<file path="src/rtl/wb_pkg.sv">
// Shared types for the register-file writeback arbiter: long-latency FIFO
// entry layout and the write-port source select.
package wb_pkg;

  localparam int REG_ADDR_W = 5;
  localparam int XLEN       = 32;

  typedef struct packed {
    logic [REG_ADDR_W-1:0] rd;
    logic [XLEN-1:0]       data;
    logic                  live;
  } wb_entry_t;

  typedef enum logic [1:0] {
    SEL_IDLE,
    SEL_PIPE,
    SEL_FIFO
  } wb_sel_t;

  // A write reaches the register file only for a live entry aimed at a real register.
  function automatic logic writes_reg(input logic [REG_ADDR_W-1:0] rd, input logic live);
    return live && (rd != '0);
  endfunction

endpackage

</file>
<file path="src/rtl/wb_fifo.sv">
// Circular buffer of long-latency writeback entries. Supports a WAW squash
// by destination address and two busy lookups over the occupied entries.
module wb_fifo
  import wb_pkg::*;
#(
  parameter int DEPTH = 4
) (
  input  logic                  clk,
  input  logic                  rst,
  input  logic                  push_en,
  input  wb_entry_t             push_entry,
  input  logic                  pop_en,
  output wb_entry_t             head_entry,
  output logic                  full,
  output logic                  empty,
  input  logic                  squash_en,
  input  logic [REG_ADDR_W-1:0] squash_rd,
  input  logic [REG_ADDR_W-1:0] look_a_rd,
  input  logic [REG_ADDR_W-1:0] look_b_rd,
  output logic                  look_a_hit,
  output logic                  look_b_hit
);

  localparam int PTR_W = $clog2(DEPTH);
  localparam int CNT_W = PTR_W + 1;

  wb_entry_t          r_mem [DEPTH];
  logic [PTR_W-1:0]   r_head;
  logic [PTR_W-1:0]   r_tail;
  logic [CNT_W-1:0]   r_count;

  logic               w_push;
  logic               w_pop;
  logic [DEPTH-1:0]   w_occ;
  wb_entry_t          w_push_word;

  assign full       = (r_count == CNT_W'(DEPTH));
  assign empty      = (r_count == '0);
  assign w_push     = push_en && !full;
  assign w_pop      = pop_en && !empty;
  assign head_entry = r_mem[r_head];

  // A younger pipeline write to the same register kills an entry arriving this cycle.
  always_comb begin
    w_push_word      = push_entry;
    w_push_word.live = push_entry.live && !(squash_en && (push_entry.rd == squash_rd));
  end

  // Slot j is occupied when its distance from head is below the occupancy count.
  always_comb begin
    w_occ = '0;
    for (int j = 0; j < DEPTH; j++) begin
      w_occ[j] = ({1'b0, PTR_W'(j) - r_head}) < r_count;
    end
  end

  // Busy lookups only consider occupied, still-live entries.
  always_comb begin
    look_a_hit = 1'b0;
    look_b_hit = 1'b0;
    for (int j = 0; j < DEPTH; j++) begin
      if (w_occ[j] && r_mem[j].live && (r_mem[j].rd == look_a_rd)) begin
        look_a_hit = 1'b1;
      end
      if (w_occ[j] && r_mem[j].live && (r_mem[j].rd == look_b_rd)) begin
        look_b_hit = 1'b1;
      end
    end
  end

  // Entry storage: squash matching entries, then write the new tail entry.
  always_ff @(posedge clk or posedge rst) begin
    if (rst) begin
      for (int j = 0; j < DEPTH; j++) begin
        r_mem[j] <= '0;
      end
    end else begin
      for (int j = 0; j < DEPTH; j++) begin
        if (squash_en && (r_mem[j].rd == squash_rd)) begin
          r_mem[j].live <= 1'b0;
        end
      end
      if (w_push) begin
        r_mem[r_tail] <= w_push_word;
      end
    end
  end

  // Pointers and occupancy; a full buffer never pushes even while popping.
  always_ff @(posedge clk or posedge rst) begin
    if (rst) begin
      r_head  <= '0;
      r_tail  <= '0;
      r_count <= '0;
    end else begin
      if (w_push) begin
        r_tail <= r_tail + 1'b1;
      end
      if (w_pop) begin
        r_head <= r_head + 1'b1;
      end
      if (w_push && !w_pop) begin
        r_count <= r_count + 1'b1;
      end else if (!w_push && w_pop) begin
        r_count <= r_count - 1'b1;
      end
    end
  end

endmodule

</file>
<file path="src/rtl/wb_write_arbiter.sv">
// Merges in-order pipeline writebacks with buffered long-latency results onto
// the single register-file write port; pipeline writes always take priority.
module wb_write_arbiter
  import wb_pkg::*;
#(
  parameter int XLEN  = 32,
  parameter int DEPTH = 4
) (
  input  logic                   clk,
  input  logic                   rst,
  input  logic                   wb_we,
  input  logic [4:0]             wb_rd,
  input  logic signed [XLEN-1:0] wb_data,
  input  logic                   ll_valid,
  output logic                   ll_ready,
  input  logic [4:0]             ll_rd,
  input  logic signed [XLEN-1:0] ll_data,
  input  logic [4:0]             rs1,
  input  logic [4:0]             rs2,
  output logic                   rs1_busy,
  output logic                   rs2_busy,
  output logic [4:0]             A3,
  output logic                   WE3,
  output logic signed [XLEN-1:0] WD3
);

  logic             w_full;
  logic             w_empty;
  logic             w_squash;
  logic             w_hit1;
  logic             w_hit2;
  wb_entry_t        w_head;
  wb_entry_t        w_push_entry;
  wb_sel_t          w_sel;

  logic [4:0]       r_a3;
  logic             r_we3;
  logic [XLEN-1:0]  r_wd3;

  assign w_squash = wb_we && (wb_rd != '0);
  assign ll_ready = !w_full;
  assign rs1_busy = (rs1 != '0) && w_hit1;
  assign rs2_busy = (rs2 != '0) && w_hit2;
  assign A3       = r_a3;
  assign WE3      = r_we3;
  assign WD3      = r_wd3;

  // x0 results are buffered but born dead so they never reach the port.
  always_comb begin
    w_push_entry      = '0;
    w_push_entry.rd   = ll_rd;
    w_push_entry.data = ll_data;
    w_push_entry.live = (ll_rd != '0);
  end

  // Priority: pipeline write, else drain the FIFO head, else idle.
  always_comb begin
    w_sel = SEL_IDLE;
    if (wb_we) begin
      w_sel = SEL_PIPE;
    end else if (!w_empty) begin
      w_sel = SEL_FIFO;
    end
  end

  wb_fifo #(
    .DEPTH(DEPTH)
  ) u_fifo (
    .clk        (clk),
    .rst        (rst),
    .push_en    (ll_valid),
    .push_entry (w_push_entry),
    .pop_en     (w_sel == SEL_FIFO),
    .head_entry (w_head),
    .full       (w_full),
    .empty      (w_empty),
    .squash_en  (w_squash),
    .squash_rd  (wb_rd),
    .look_a_rd  (rs1),
    .look_b_rd  (rs2),
    .look_a_hit (w_hit1),
    .look_b_hit (w_hit2)
  );

  // Write-port register; address and data hold when idle.
  always_ff @(posedge clk or posedge rst) begin
    if (rst) begin
      r_a3  <= '0;
      r_we3 <= 1'b0;
      r_wd3 <= '0;
    end else begin
      case (w_sel)
        SEL_PIPE: begin
          r_a3  <= wb_rd;
          r_wd3 <= wb_data;
          r_we3 <= (wb_rd != '0);
        end
        SEL_FIFO: begin
          r_a3  <= w_head.rd;
          r_wd3 <= w_head.data;
          r_we3 <= writes_reg(w_head.rd, w_head.live);
        end
        default: begin
          r_we3 <= 1'b0;
        end
      endcase
    end
  end

endmodule
</file>
<file path="config.mk">
export PLATFORM = sky130hd
export DESIGN_NAME = wb_write_arbiter
export DESIGN_NICKNAME = d
export VERILOG_FILES = /design/src/rtl/wb_pkg.sv /design/src/rtl/wb_fifo.sv /design/src/rtl/wb_write_arbiter.sv
export SDC_FILE = /design/constraint.sdc
export NUM_CORES = 1
export LEC_CHECK = 0
export CORE_MARGIN = 3
export CORE_UTILIZATION = 46
export DETAILED_ROUTE_END_ITERATION = 12
export PLACE_DENSITY_LB_ADDON = 0.1
export SYNTH_ARGS = -nofsm -noshare
export SYNTH_HDL_FRONTEND = slang
export SYNTH_SLANG_ARGS = --single-unit
</file>
<file path="constraint.sdc">
create_clock -name clk -period 10.2 [get_ports clk]
set_input_delay 2.04 -clock clk [delete_from_list [all_inputs] [get_ports clk]]
set_output_delay 2.04 -clock clk [all_outputs]
set_load 0.02 [all_outputs]
</file>
==> results.cfg <==
[pwr]
ir_drop_mv = 0.145
power_frac_seq_pct = 40.5
p_clk_share_pct = 17.4
p_int_w = 0.00242
power_density_nw_per_um2 = 323
total_power_w = 0.00370
sw_frac_of_total_pct = 34.6
p_sw_w = 0.00128
leakage_nw = 4.80
comb_power_share_pct = 42.1

[detailed_routing]
first_pass_iters = 10
antenna_left = 0
vias = 6062
drcViolationCount = 0
drt-total-wl_um = 22300
post_drt_wl_per_cell_um = 21.1
drt_iter0_drc = 407
vias_per_cell = 5.74

[min_path]
hold_depth = 2
hold_class = reg -> reg
min_from = WD3[24]

[sta]
post-route-period-util_pct = 60.0
finalHoldViolations = 0
setup_viol = 0
rsz0062_at_grt = false
max-slew-margin-rel_pct = 21.2
hold_ws_ps = 489
fmax_ghz = 0.163
period_needed_ps = 6120
maxSlewViolCount = 0
tns_ps = 0
fin_skew_ps = 11.8
tightestPinTransition_ps = 1170

[critical_path]
worstReg2RegStart = u_fifo.r_count[2]
cp_num_cells = 7
setup.worst_path.start_class = input port
path_cells = clkdlybuf4s50_1, xnor2_1, nand3_1, nor4_1, nor4_1, a21oi_1, clkdlybuf4s50_1
worst-path-max-fanout = 5
startpoint = rs1[4]
path_buf_inv = 2
critical_path_class = in -> out
worstSetupEndpointType = primary output
required_ps = 8160
max_stage_delay_ps = 630
cp.arrival_ps = 4080
critPathTopFamily = buffers and inverters
cpMaxStageDelayCell = clkdlybuf4s50_1
worst_r2r_path_depth = 7

[yosys]
synth_mux_area_share_pct = 26.8
yosysWarnings = 0
yosys.area_share.simple_pct = 3.27
netlist_area_um2 = 9440
synth_cell_types = 32
synth_top_family_by_area = multiplexers
synth_compound_area_share_pct = 5.04
synthXorXnorAreaFrac_pct = 6.68
synth_fp_nets = 774
synth_seq_cells = 197
avgSynthCellArea_um2 = 14.0
synth.yosys.seq_area_share_pct = 52.2
synthAdderAreaFrac_pct = 1.41
synthCells = 676

[clock_tree]
post_cts_buffers = 0
cts_buffer_depth = 2
cts_sinks = 197
postCtsHoldBufs = 0
cts_tree = done
clk-insertion-delay-late_ps = 430
cts_root_buffer = clkbuf_16
post_cts_resized = 0
cts_buffers = 17
htreeDepth = 4
clkTransAtPathRegs_ps = 70

[global_route]
overflow = 0
gr-usage-all-layers_pct = 20.9
grt_first_pass_wirelength_um = 36000
grt_pass1_vias = 6603
antenna_found_initial = 0
grt_max_degree = 116

[place]
routabilityCongestion = 0.899
io_buffer_count = 128
hpwlAfterDp_um = 14800

[cells_and_area]
utilization_pct = 58.0
diodes = 0
area_growth_pct = 21.5
final_cell_mix = 195 x dfrtp_1, 149 x mux2_2, 127 x clkdlybuf4s50_1
nNetsFinal = 878
drive_gt1_share_pct = 29.9
layout_commonest_cell = dfrtp_1

[job]
drv_cap = 0

[floorplanning]
initial_utilization_pct = 47.7
boundaryPins = 129
rows = 51
dieHeight_um = 149
dieArea_um2 = 22300
fp.coreArea_um2 = 19800
die_x_um = 149

[outcome]
status = complete, no violations
## power groups by stage
stage	clock network (W)	registers (W)	logic (W)
floorplan	0	0.00147	0.00108
CTS	0.000662	0.00150	0.00159
detailed placement	0	0.00151	0.00158
finish	0.000643	0.00150	0.00156
global route	0.000696	0.00155	0.00169
global placement	0	0.00147	0.00153
## area by class of cell
| type | count | area, um^2 |
|---|---|---|
| Tap cell | 265 | 332 |
| Timing Repair Buffer | 137 | 1340 |
| Multi-Input combinational cell | 379 | 4110 |
| Clock inverter | 12 | 119 |
| Sequential cell | 197 | 4930 |
| Fill cell | 1589 | 8320 |
| Inverter | 48 | 188 |
| Clock buffer | 19 | 443 |
## logic make-up (layout without fill, tap and decap cells)
| family | after synthesis | count (layout) |
|---|---|---|
| simple gates | 58 | 58 |
| mux | 187 | 187 |
| flops | 197 | 197 |
| buf+inv | 100 | 216 |
| compound gates | 52 | 52 |
| fa+ha+maj | 10 | 10 |
| xor+xnor | 72 | 72 |
## final timing paths
kind                                endpoint  slack (ps)
setup / recovery                    rs1_busy        4080
hold / removal                       WD3[24]         490
setup reg to reg           u_fifo.r_count[1]        7220
hold reg to reg                      WD3[24]         490
max in group asynchronous   u_fifo.r_head[0]        6440
min in group asynchronous            WD3[14]        2160
## state kept, by name, summed over array words and instances, names as in the netlist
name            count
u_fifo.r_mem      152
WD3                32
A3                  5
u_fifo.r_count      3
u_fifo.r_head       2
u_fifo.r_tail       2
WE3                 1
## through the flow
step | area (um^2) | setup WS, ps | std cells
4_1_cts | 11500 | 4090 | 1057
2_1_floorplan | 9440 | 2790 | 676
5_1_grt | 11500 | 3950 | 1057
3_5_place_dp | 10900 | 4090 | 1026
6_report | 11500 | 4080 | 1057
3_3_place_gp | 10900 | 4190 | 1026
## cells in the mapped netlist
cell type / count / area [um^2]
nor2_1: 5 / 18.8
xor2_1: 30 / 263
nand2_1: 12 / 45.0
o211ai_1: 1 / 7.51
mux4_2: 38 / 856
clkbuf_1: 22 / 82.6
nor2b_1: 1 / 6.26
nand2b_1: 4 / 25.0
fa_1: 1 / 20.0
nand3_1: 13 / 65.1
nor4_1: 14 / 87.6
buf_2: 19 / 95.1
o21ai_1: 1 / 5.00
a21boi_2: 1 / 11.3
and2_1: 1 / 6.26
or4_1: 3 / 22.5
o221ai_1: 3 / 26.3
o311ai_0: 1 / 8.76
buf_4: 3 / 22.5
nor4_2: 1 / 12.5
o21ai_0: 1 / 5.00
nor3_1: 4 / 20.0
mux2_2: 149 / 1680
a21oi_1: 2 / 10.0
a222oi_1: 37 / 370
inv_1: 48 / 180
buf_1: 6 / 22.5
o22ai_1: 5 / 31.3
ha_1: 9 / 113
buf_6: 2 / 22.5
dfrtp_1: 197 / 4930
xnor2_1: 42 / 368
## tightest hold or removal path: stages, from the launching register on
cell	delay, ps
dfrtp_1	340
a222oi_1	60
inv_1	50
## metal layers
layer	global-route usage, %	routed length [um]	vias up
li1	-	-	2677
met1	27.5	9350	3163
met2	34.3	11100	182
met3	4.62	1210	40
met4	7.41	601	0
met5	0	0	-
Note: power is estimated with default switching activity, not from simulation.
